`src/rtl/d_inst_queue_pkg.sv`:
```
// Shared ExcCodes and MIPS opcode/funct/rs field constants for the decode-side
// instruction queue, plus the legal-instruction check used by the classifier.
package d_inst_queue_pkg;

    localparam int EXC_NONE    = 0;
    localparam int EXC_SYSCALL = 8;
    localparam int EXC_RI      = 10;

    localparam logic [5:0] OP_SPECIAL = 6'h00;
    localparam logic [5:0] OP_JAL     = 6'h03;
    localparam logic [5:0] OP_BEQ     = 6'h04;
    localparam logic [5:0] OP_BNE     = 6'h05;
    localparam logic [5:0] OP_ADDI    = 6'h08;
    localparam logic [5:0] OP_ANDI    = 6'h0C;
    localparam logic [5:0] OP_ORI     = 6'h0D;
    localparam logic [5:0] OP_LUI     = 6'h0F;
    localparam logic [5:0] OP_COP0    = 6'h10;
    localparam logic [5:0] OP_LB      = 6'h20;
    localparam logic [5:0] OP_LH      = 6'h21;
    localparam logic [5:0] OP_LW      = 6'h23;
    localparam logic [5:0] OP_SB      = 6'h28;
    localparam logic [5:0] OP_SH      = 6'h29;
    localparam logic [5:0] OP_SW      = 6'h2B;

    localparam logic [5:0] FN_JR      = 6'h08;
    localparam logic [5:0] FN_SYSCALL = 6'h0C;
    localparam logic [5:0] FN_MFHI    = 6'h10;
    localparam logic [5:0] FN_MTHI    = 6'h11;
    localparam logic [5:0] FN_MFLO    = 6'h12;
    localparam logic [5:0] FN_MTLO    = 6'h13;
    localparam logic [5:0] FN_MULT    = 6'h18;
    localparam logic [5:0] FN_MULTU   = 6'h19;
    localparam logic [5:0] FN_DIV     = 6'h1A;
    localparam logic [5:0] FN_DIVU    = 6'h1B;
    localparam logic [5:0] FN_ADD     = 6'h20;
    localparam logic [5:0] FN_SUB     = 6'h22;
    localparam logic [5:0] FN_AND     = 6'h24;
    localparam logic [5:0] FN_OR      = 6'h25;
    localparam logic [5:0] FN_SLT     = 6'h2A;
    localparam logic [5:0] FN_SLTU    = 6'h2B;
    localparam logic [5:0] FN_ERET    = 6'h18;

    localparam logic [4:0] RS_MF      = 5'h00;
    localparam logic [4:0] RS_MT      = 5'h04;
    localparam logic [4:0] RS_CO      = 5'h10;

    function automatic logic legal_instr(input logic [31:0] instr);
        logic [5:0] opcode;
        logic [5:0] funct;
        logic [4:0] rs;
        opcode = instr[31:26];
        funct  = instr[5:0];
        rs     = instr[25:21];
        legal_instr = 1'b0;
        if (instr == 32'h0) begin
            legal_instr = 1'b1;
        end else begin
            case (opcode)
                OP_SPECIAL: begin
                    case (funct)
                        FN_ADD, FN_SUB, FN_AND, FN_OR, FN_SLT, FN_SLTU, FN_JR,
                        FN_SYSCALL, FN_MULT, FN_MULTU, FN_DIV, FN_DIVU,
                        FN_MFHI, FN_MFLO, FN_MTHI, FN_MTLO: legal_instr = 1'b1;
                        default:                            legal_instr = 1'b0;
                    endcase
                end
                OP_ORI, OP_ANDI, OP_ADDI, OP_LUI, OP_LW, OP_LH, OP_LB,
                OP_SW, OP_SH, OP_SB, OP_BEQ, OP_BNE, OP_JAL: legal_instr = 1'b1;
                OP_COP0: legal_instr = (rs == RS_MF) || (rs == RS_MT) ||
                                       ((rs == RS_CO) && (funct == FN_ERET));
                default: legal_instr = 1'b0;
            endcase
        end
    endfunction

endpackage

```
`src/rtl/d_inst_queue_classify.sv`:
```
// Enqueue-side classifier: folds fetch exceptions, Syscall and reserved
// instructions into one ExcCode and flags branches on clean words.
module d_inst_classify
    import d_inst_queue_pkg::*;
#(
    parameter int XLEN  = 32,
    parameter int EXC_W = 5
) (
    input  logic [XLEN-1:0]  instr,
    input  logic [EXC_W-1:0] fetch_exc,
    output logic [EXC_W-1:0] exccode,
    output logic             is_branch,
    output logic [XLEN-1:0]  instr_out
);

    logic [5:0] opcode;
    logic [5:0] funct;
    logic       is_syscall;
    logic       is_br_op;

    always_comb begin
        opcode     = instr[31:26];
        funct      = instr[5:0];
        is_syscall = (opcode == OP_SPECIAL) && (funct == FN_SYSCALL);
        is_br_op   = (opcode == OP_BEQ) || (opcode == OP_BNE) || (opcode == OP_JAL) ||
                     ((opcode == OP_SPECIAL) && (funct == FN_JR));

        // Fetch faults win over anything decoded from the (possibly bogus) word.
        if (fetch_exc != '0)
            exccode = fetch_exc;
        else if (is_syscall)
            exccode = EXC_W'(EXC_SYSCALL);
        else if (!legal_instr(instr[31:0]))
            exccode = EXC_W'(EXC_RI);
        else
            exccode = EXC_W'(EXC_NONE);

        is_branch = (exccode == '0) && is_br_op;
        instr_out = (exccode == '0) ? instr : '0;
    end

endmodule

```
`src/rtl/d_inst_queue.sv`:
```
// Decode-side instruction FIFO between F and D: stores classified fetch words and
// presents the head entry combinationally from storage.
module d_inst_queue
    import d_inst_queue_pkg::*;
#(
    parameter int DEPTH = 4,
    parameter int PTR_W = 2,
    parameter int XLEN  = 32,
    parameter int EXC_W = 5
) (
    input  logic             clk,
    input  logic             reset,
    input  logic             flush,
    input  logic             enq_valid,
    output logic             enq_ready,
    input  logic [XLEN-1:0]  enq_pc,
    input  logic [XLEN-1:0]  enq_instr,
    input  logic [EXC_W-1:0] enq_exccode,
    output logic             deq_valid,
    input  logic             deq_ready,
    output logic [XLEN-1:0]  deq_pc,
    output logic [XLEN-1:0]  deq_instr,
    output logic [EXC_W-1:0] deq_exccode,
    output logic             deq_is_delay,
    output logic             deq_is_branch,
    output logic [PTR_W:0]   count
);

    logic [PTR_W-1:0] rd_ptr_reg;
    logic [PTR_W-1:0] wr_ptr_reg;
    logic [PTR_W:0]   count_reg;
    logic             prev_branch_reg;

    logic [XLEN-1:0]  pc_mem     [DEPTH];
    logic [XLEN-1:0]  instr_mem  [DEPTH];
    logic [EXC_W-1:0] exc_mem    [DEPTH];
    logic             delay_mem  [DEPTH];
    logic             branch_mem [DEPTH];

    logic [EXC_W-1:0] cls_exccode;
    logic             cls_branch;
    logic [XLEN-1:0]  cls_instr;
    logic             enq_fire;
    logic             deq_fire;

    d_inst_classify #(.XLEN(XLEN), .EXC_W(EXC_W)) u_classify (
        .instr     (enq_instr),
        .fetch_exc (enq_exccode),
        .exccode   (cls_exccode),
        .is_branch (cls_branch),
        .instr_out (cls_instr)
    );

    assign enq_ready = (count_reg != (PTR_W+1)'(DEPTH));
    assign deq_valid = (count_reg != '0);
    assign enq_fire  = enq_valid && enq_ready && !flush;
    assign deq_fire  = deq_valid && deq_ready && !flush;

    always_ff @(posedge clk or negedge reset) begin
        if (!reset) begin
            rd_ptr_reg      <= '0;
            wr_ptr_reg      <= '0;
            count_reg       <= '0;
            prev_branch_reg <= 1'b0;
        end else if (flush) begin
            rd_ptr_reg      <= '0;
            wr_ptr_reg      <= '0;
            count_reg       <= '0;
            prev_branch_reg <= 1'b0;
        end else begin
            if (enq_fire) begin
                wr_ptr_reg      <= wr_ptr_reg + 1'b1;
                prev_branch_reg <= cls_branch;
            end
            if (deq_fire)
                rd_ptr_reg <= rd_ptr_reg + 1'b1;
            count_reg <= count_reg + (PTR_W+1)'(enq_fire) - (PTR_W+1)'(deq_fire);
        end
    end

    generate
        for (genvar gi = 0; gi < DEPTH; gi++) begin : g_entry
            always_ff @(posedge clk or negedge reset) begin
                if (!reset) begin
                    pc_mem[gi]     <= '0;
                    instr_mem[gi]  <= '0;
                    exc_mem[gi]    <= '0;
                    delay_mem[gi]  <= 1'b0;
                    branch_mem[gi] <= 1'b0;
                end else if (enq_fire && (wr_ptr_reg == PTR_W'(gi))) begin
                    pc_mem[gi]     <= enq_pc;
                    instr_mem[gi]  <= cls_instr;
                    exc_mem[gi]    <= cls_exccode;
                    delay_mem[gi]  <= prev_branch_reg;
                    branch_mem[gi] <= cls_branch;
                end
            end
        end
    endgenerate

    assign deq_pc        = pc_mem[rd_ptr_reg];
    assign deq_instr     = instr_mem[rd_ptr_reg];
    assign deq_exccode   = exc_mem[rd_ptr_reg];
    assign deq_is_delay  = delay_mem[rd_ptr_reg];
    assign deq_is_branch = branch_mem[rd_ptr_reg];
    assign count         = count_reg;

endmodule
```
`config.mk`:
```
export PLATFORM = sky130hd
export DESIGN_NAME = d_inst_queue
export DESIGN_NICKNAME = d
export VERILOG_FILES = /design/src/rtl/d_inst_queue_pkg.sv /design/src/rtl/d_inst_queue_classify.sv /design/src/rtl/d_inst_queue.sv
export SDC_FILE = /design/constraint.sdc
export NUM_CORES = 1
export LEC_CHECK = 0
export BUFFER_PORTS_ARGS = -buffer_cell sky130_fd_sc_hd__clkbuf_2
export CAP_MARGIN = 20
export CORE_ASPECT_RATIO = 1.75
export CORE_MARGIN = 2
export CORE_UTILIZATION = 45
export CTS_CLUSTER_DIAMETER = 80
export DETAILED_ROUTE_END_ITERATION = 10
export PLACE_DENSITY = 0.61
export SETUP_SLACK_MARGIN = 0.02
export SYNTH_ARGS = -nofsm -noshare
export SYNTH_HDL_FRONTEND = slang
export SYNTH_HIERARCHICAL = 1
export SYNTH_SLANG_ARGS = --single-unit
export TNS_END_PERCENT = 30
```
`constraint.sdc`:
```
create_clock -name clk -period 6.7 [get_ports clk]
set_input_delay 1.005 -clock clk [delete_from_list [all_inputs] [get_ports clk]]
set_output_delay 1.005 -clock clk [all_outputs]
set_load 0.005 [all_outputs]
```
* Word level (Yosys, flattened, before mapping)
Memories as Yosys holds them, arrays and structs flattened.
Index checks and enable logic that the tools add are counted.
W data, S select, Z words.
** Storage, ports and cells
- Register bits :: 292
- Bits in latches :: 0
- Memory bits (writable) :: 0
- ROM bits :: 64
- Output and inout port bits :: 76
- Memories :: 1
** Operators by class
- Add/subtract/negate cells :: 4
- Multiply operators :: 0
- Div/mod/pow operators :: 0
- $lt $le $gt $ge :: 1
- Equal/unequal tests :: 23
- Shifts and indexed selects :: 0
- Multiplexer cells :: 30
- Bitwise logic cells :: 1
- Reductions and logical operators :: 28
** Memories
- (name not given) :: words 64, bits a word 1, read ports 1, clocked after memory_dff 0, write ports 0, RTL line d_inst_queue_pkg.sv:60 : case (funct)
** Operator list (count)
- $mux W32 :: 5
- $bmux W32 S2 :: 2
- $eq A6 B4 Y1 const B :: 6
- $eq A6 B6 Y1 const B :: 6
- $logic_not A32 Y1 :: 1
- $mux W5 :: 4
- $reduce_or A13 Y1 :: 1
- $eq A6 B3 Y1 const B :: 2
- $eq A6 B5 Y1 const B :: 2
- $logic_and A1 B1 Y1 :: 12
- $bmux W5 S2 :: 1
- $logic_not A5 Y1 :: 2
- $mux W1 :: 9
- $mux W2 :: 4
- $eq A6 B2 Y1 const B :: 1
- $logic_not A6 Y1 :: 1
- $eq A5 B3 Y1 const B :: 1
- $eq A5 B5 Y1 const B :: 1
- $logic_or A1 B1 Y1 :: 5
- $reduce_bool A5 Y1 :: 1
- $add A2 B1 Y2 const B :: 2
- $bmux W1 S2 :: 2
- $eq A2 B2 Y1 const B :: 2
- $mux W4 :: 1
- 12 further kinds :: 13

* Longest topological paths before layout
- Depth in word-level cells :: 14
- Mapped depth :: 10
- Mapped depth without buffers :: 9

* Cells and area by module
Netlist, hierarchy kept.
** By module, submodules not included
- d_inst_queue :: instances 1, cells each 737, area an instance 14202.4 µm², sequential area each 7307.0 µm²
- d_inst_classify :: instances 1, cells each 97, area an instance 638.1 µm², sequential area each 0.0 µm²

* Least setup slack after synthesis
OpenSTA, ideal clock, no wires.
- Path type :: input -> register
- Start point :: input port enq_instr[26]
- End point :: register instr_mem[117] in the netlist's numbering
- Library setup time :: 0.125 ns
- Arrival time :: 2.733 ns
- Data required time :: 6.575 ns
- Slack :: 3.842 ns
- Cell stages on the path :: 7
- Path buffers :: 1
- Cell sequence :: or4_1 or2_4 nor4_4 nor2_2 buf_6 and3_1 mux2_2
** On the way
- Longest elaborated chain between the ends :: 11
- Elaborated cells on any way between the ends :: 27
- Classes of those cells :: eq/ne (14); mux (8); reduce/logical (5)
** RTL lines
- start, declared :: RTL line d_inst_queue.sv:17 : input logic [XLEN-1:0] enq_instr,
- $eq A6 B4 Y1, or another cell as far along :: RTL line d_inst_queue_pkg.sv:58 : case (opcode)
- $reduce_or A13 Y1 :: RTL line d_inst_queue_pkg.sv:58
- $pmux W1 S3 :: RTL line d_inst_queue_pkg.sv:58
- $mux W1 :: RTL line d_inst_queue_pkg.sv:55 : if (instr == 32'h0) begin
- $mux W1 :: RTL line d_inst_queue_classify.sv:31 : else if (is_syscall)
- $mux W1 :: RTL line d_inst_queue_classify.sv:29 : if (fetch_exc != '0)
- $mux W4 :: RTL line d_inst_queue_classify.sv:33 : else if (!legal_instr(instr[31:0]))
- $mux W5 * :: RTL line d_inst_queue_classify.sv:31
- $mux W5 * :: RTL line d_inst_queue_classify.sv:29
- $logic_not A5 Y1 * :: RTL line d_inst_queue_classify.sv:39 : instr_out = (exccode == '0) ? instr : '0;
- $mux W32 * :: RTL line d_inst_queue_classify.sv:39
- net cls_instr[21] :: RTL line d_inst_queue.sv:42 : logic [XLEN-1:0] cls_instr;
- end signal, assigned by index :: RTL line d_inst_queue.sv:92 : instr_mem[gi] <= cls_instr;
- end, declared :: RTL line d_inst_queue.sv:35 : logic [XLEN-1:0] instr_mem [DEPTH];
Mark *: on every way through the listed nets, which the timed path passes. The rest lies on a longest branch. The select of a mux whose other input is x is not followed.
A chain may end at the register's enable or synchronous reset.

* Final worst setup path
- Start point :: register rd_ptr_reg[0]
- End point :: output port deq_instr[17]
** On the way
- Longest elaborated chain between the ends :: 4
** RTL lines
- start, declared :: RTL line d_inst_queue.sv:29 : logic [PTR_W-1:0] rd_ptr_reg;
- start signal, assigned :: RTL line d_inst_queue.sv:76 : rd_ptr_reg <= rd_ptr_reg + 1'b1;
- $not A2 Y3 (not written as such) :: RTL line d_inst_queue.sv:102 : assign deq_instr = instr_mem[rd_ptr_reg];
- $bmux W32 S2 :: RTL line d_inst_queue.sv:102
- $mux W32 (not written as such) (2 in a row) :: RTL line d_inst_queue.sv:102
- end, declared :: RTL line d_inst_queue.sv:22 : output logic [XLEN-1:0] deq_instr,
Every way passes these cells. The select of a mux whose other input is x is not followed.

==> flow_summary.toml <==
[clock_tree]
cts_max_level = 1
clock_latency_ns = 0.56
numClockSinks = 292
cts-hold-fix-buffers = 0
cts-root-buf = "clkbuf_16"
ctsResizeCount = 0
clockBufferDepth = 3
cts_tree = "built"
numCtsBuffers = 29
cts_setup_buffers = 0
clk_pin_slew_ns = 0.06

[layout]
final_nets = 1048
num_antenna_cells = 0
drive_above_1_share_pct = 58.8
syn_to_final_growth_pct = 11.0
regArea_um2 = 7310
reg_top3 = "instr_mem x128, pc_mem x128, exc_mem x20"
multiInputGateArea_um2 = 6730
fill_cells = 2725

[timing]
slew-limit-headroom_pct = 31.5
min_period_over_period_pct = 57.4
fin_worst_skew_ns = 0.0118
post-route-min-period_ns = 3.85
worst_pin_slew_ns = 1.03
slew_violations = 0
max_freq_ghz = 0.260
setup_viol = 0
grt_setup_unrepaired = "false"
hold_violations = 0
fin_hold_ws_ns = 0.481
finalSetupTns_ns = 0

[power]
leakage_nw = 7.75
peakVddDrop_mv = 0.163
p_per_area_nw_per_um2 = 356

[drt]
wl_um = 32100
final_antenna_net_count = 0
remaining_drc_errors = 0
avgRoutedWirePerCell_um = 23.1
vias = 7664
drtPass1Iterations = 4
routed_via_density = 5.51
drt_iter0_markers = 231

[min_path]
hold_class = "in2async"

[floorplanning]
io_pins = 150
rows = 88
die_y_um = 244
die_x_um = 141
die-area_um2 = 34500
start_util_pct = 45.4
core-area_um2 = 32700

[placement]
place_congestion = 0.753
dp_hpwl_um = 19400
port_buffers = 149

[global_routing]
antenna_found_initial = 0
grt_max_degree = 179
grt.total_usage_pct = 19.0
grt_pass1_wl_um = 51700
grt_overflow_total = 0
grt_pass1_vias = 8682

[yosys]
synth_edf_count = 0
syn_inst = 834
netlist_area_um2 = 14800
yosys.area.top_type_share_pct = 49.2
yosysSeqAreaShare_pct = 49.2
synth-seq-cells = 292
synthesis.nets = 915
yosysWarnings = 6
synthTopCellsByCount = "dfrtp_1, mux2_4, mux4_2, buf_12, and3_1"
synth_top_cells_by_area = "dfrtp_1, mux2_4, mux4_2, buf_12, and3_1"
synthMostInstantiatedCell = "dfrtp_1"
ys_types = 54
ys.flop_type = "dfrtp_1"
avgSynthCellArea_um2 = 17.8
synth_area_leader_cell = "dfrtp_1"
ys_async_sr_fraction_pct = 100

[worst_setup_path]
crit_chain = "buf_4, mux4_2, clkbuf_2"
cp-end-kind = "output port"
cp_data_required_time_ns = 5.69
worst-setup-path-type = "reg2out"
slowest_delay_ns = 0.85
critPathArrivalTime_ns = 2.84
startpoint_type = "register"
critPathSlowestCell = "dfrtp_4"
path_max_fanout = 27

[flow_run]
drv_cap = 0

[run_status]
status = "finished, final reports clean"
layout by cell type, fill, tap and decap left out, types with 5 or more instances in the layout:
| cell type | count |
|---|---|
| nand2b_1 | 5 |
| ha_1 | 6 |
| mux2_4 | 280 |
| mux4_2 | 71 |
| clkbuf_16 | 29 |
| clkbuf_8 | 7 |
| bufinv_16 | 5 |
| buf_4 | 9 |
| nor4_1 | 6 |
| and3_1 | 31 |
| nor2_1 | 16 |
| nand2_1 | 5 |
| nor3_1 | 6 |
| mux2_2 | 5 |
| dfrtp_1 | 290 |
| clkbuf_2 | 148 |
power breakdown:
part	internal [mW]	switching, mW
Clock	1.06	0.723
Combinational	1.05	0.546
Sequential	2.19	0.299
layer usage:
layer  wire, um  global-route usage (%)  share of wire, %  up-vias
met5          0                       0                 0        -
met4        916                    6.18               2.9        0
met3       1310                    3.13               4.1       46
met2      16100                    31.8                50      150
met1      13800                    25.3                43     4112
li1           -                       -                 -     3356
critical path: cells and delay by family (launching register included):
kind	cells	cell delay [ns]
DFF	1	0.85
buffers and inverters	2	0.76
muxes	1	0.63
logic make-up after synthesis:
family          count (synthesis)  synth area share, %
compound gates                 18                 1.00
xor+xnor                        4                0.236
fa+ha+maj                       7                0.641
buf+inv                        63                 5.40
flops                         292                 49.2
mux                           358                 39.6
simple gates                   92                 3.87
metrics by stage:
| step | instances | cell area [um2] | power (mW) | util (%) | worst slack (ns) |
|---|---|---|---|---|---|
| 2_1_floorplan | 834 | 14800 | 3.67 | - | 3.84 |
| 3_3_place_gp | 1339 | 15400 | 4.11 | 47.1 | 2.74 |
| 3_5_place_dp | 1341 | 15400 | 4.14 | 47.2 | 3.07 |
| 4_1_cts | 1392 | 16500 | 5.96 | 50.4 | 2.71 |
| 5_1_grt | 1392 | 16500 | 6.16 | 50.4 | 2.65 |
| 6_report | 1392 | 16500 | 5.87 | 50.4 | 2.85 |
final cells by class:
| cell class | instances | share of cell area, % |
|---|---|---|
| repair buffers | 161 | 5.30 |
| clock buffers | 39 | 5.06 |
| flip-flops and latches | 292 | 44.4 |
| multi-input cells | 479 | 40.9 |
| well taps | 405 | 3.08 |
| inverters | 4 | 0.0911 |
| clock inverters | 12 | 1.23 |
worst paths after layout:
path	from	to	slack (ns)	depth (start not counted)
max in group asynchronous	reset	pc_mem[73]$_DFFE_PN0P_	4.64	2
hold / removal	reset	count[2]$_DFF_PN0_	0.48	1
min in group clk	pc_mem[63]$_DFFE_PN0P_	pc_mem[63]$_DFFE_PN0P_	0.50	1
hold reg to reg	pc_mem[63]$_DFFE_PN0P_	pc_mem[63]$_DFFE_PN0P_	0.50	1
setup reg to reg	count[1]$_DFF_PN0_	branch_mem[0]$_DFFE_PN0P_	3.71	4
setup / recovery	rd_ptr_reg[0]$_DFFE_PN0P_	deq_instr[17]	2.85	3
Note: power is estimated with default switching activity, not from simulation.
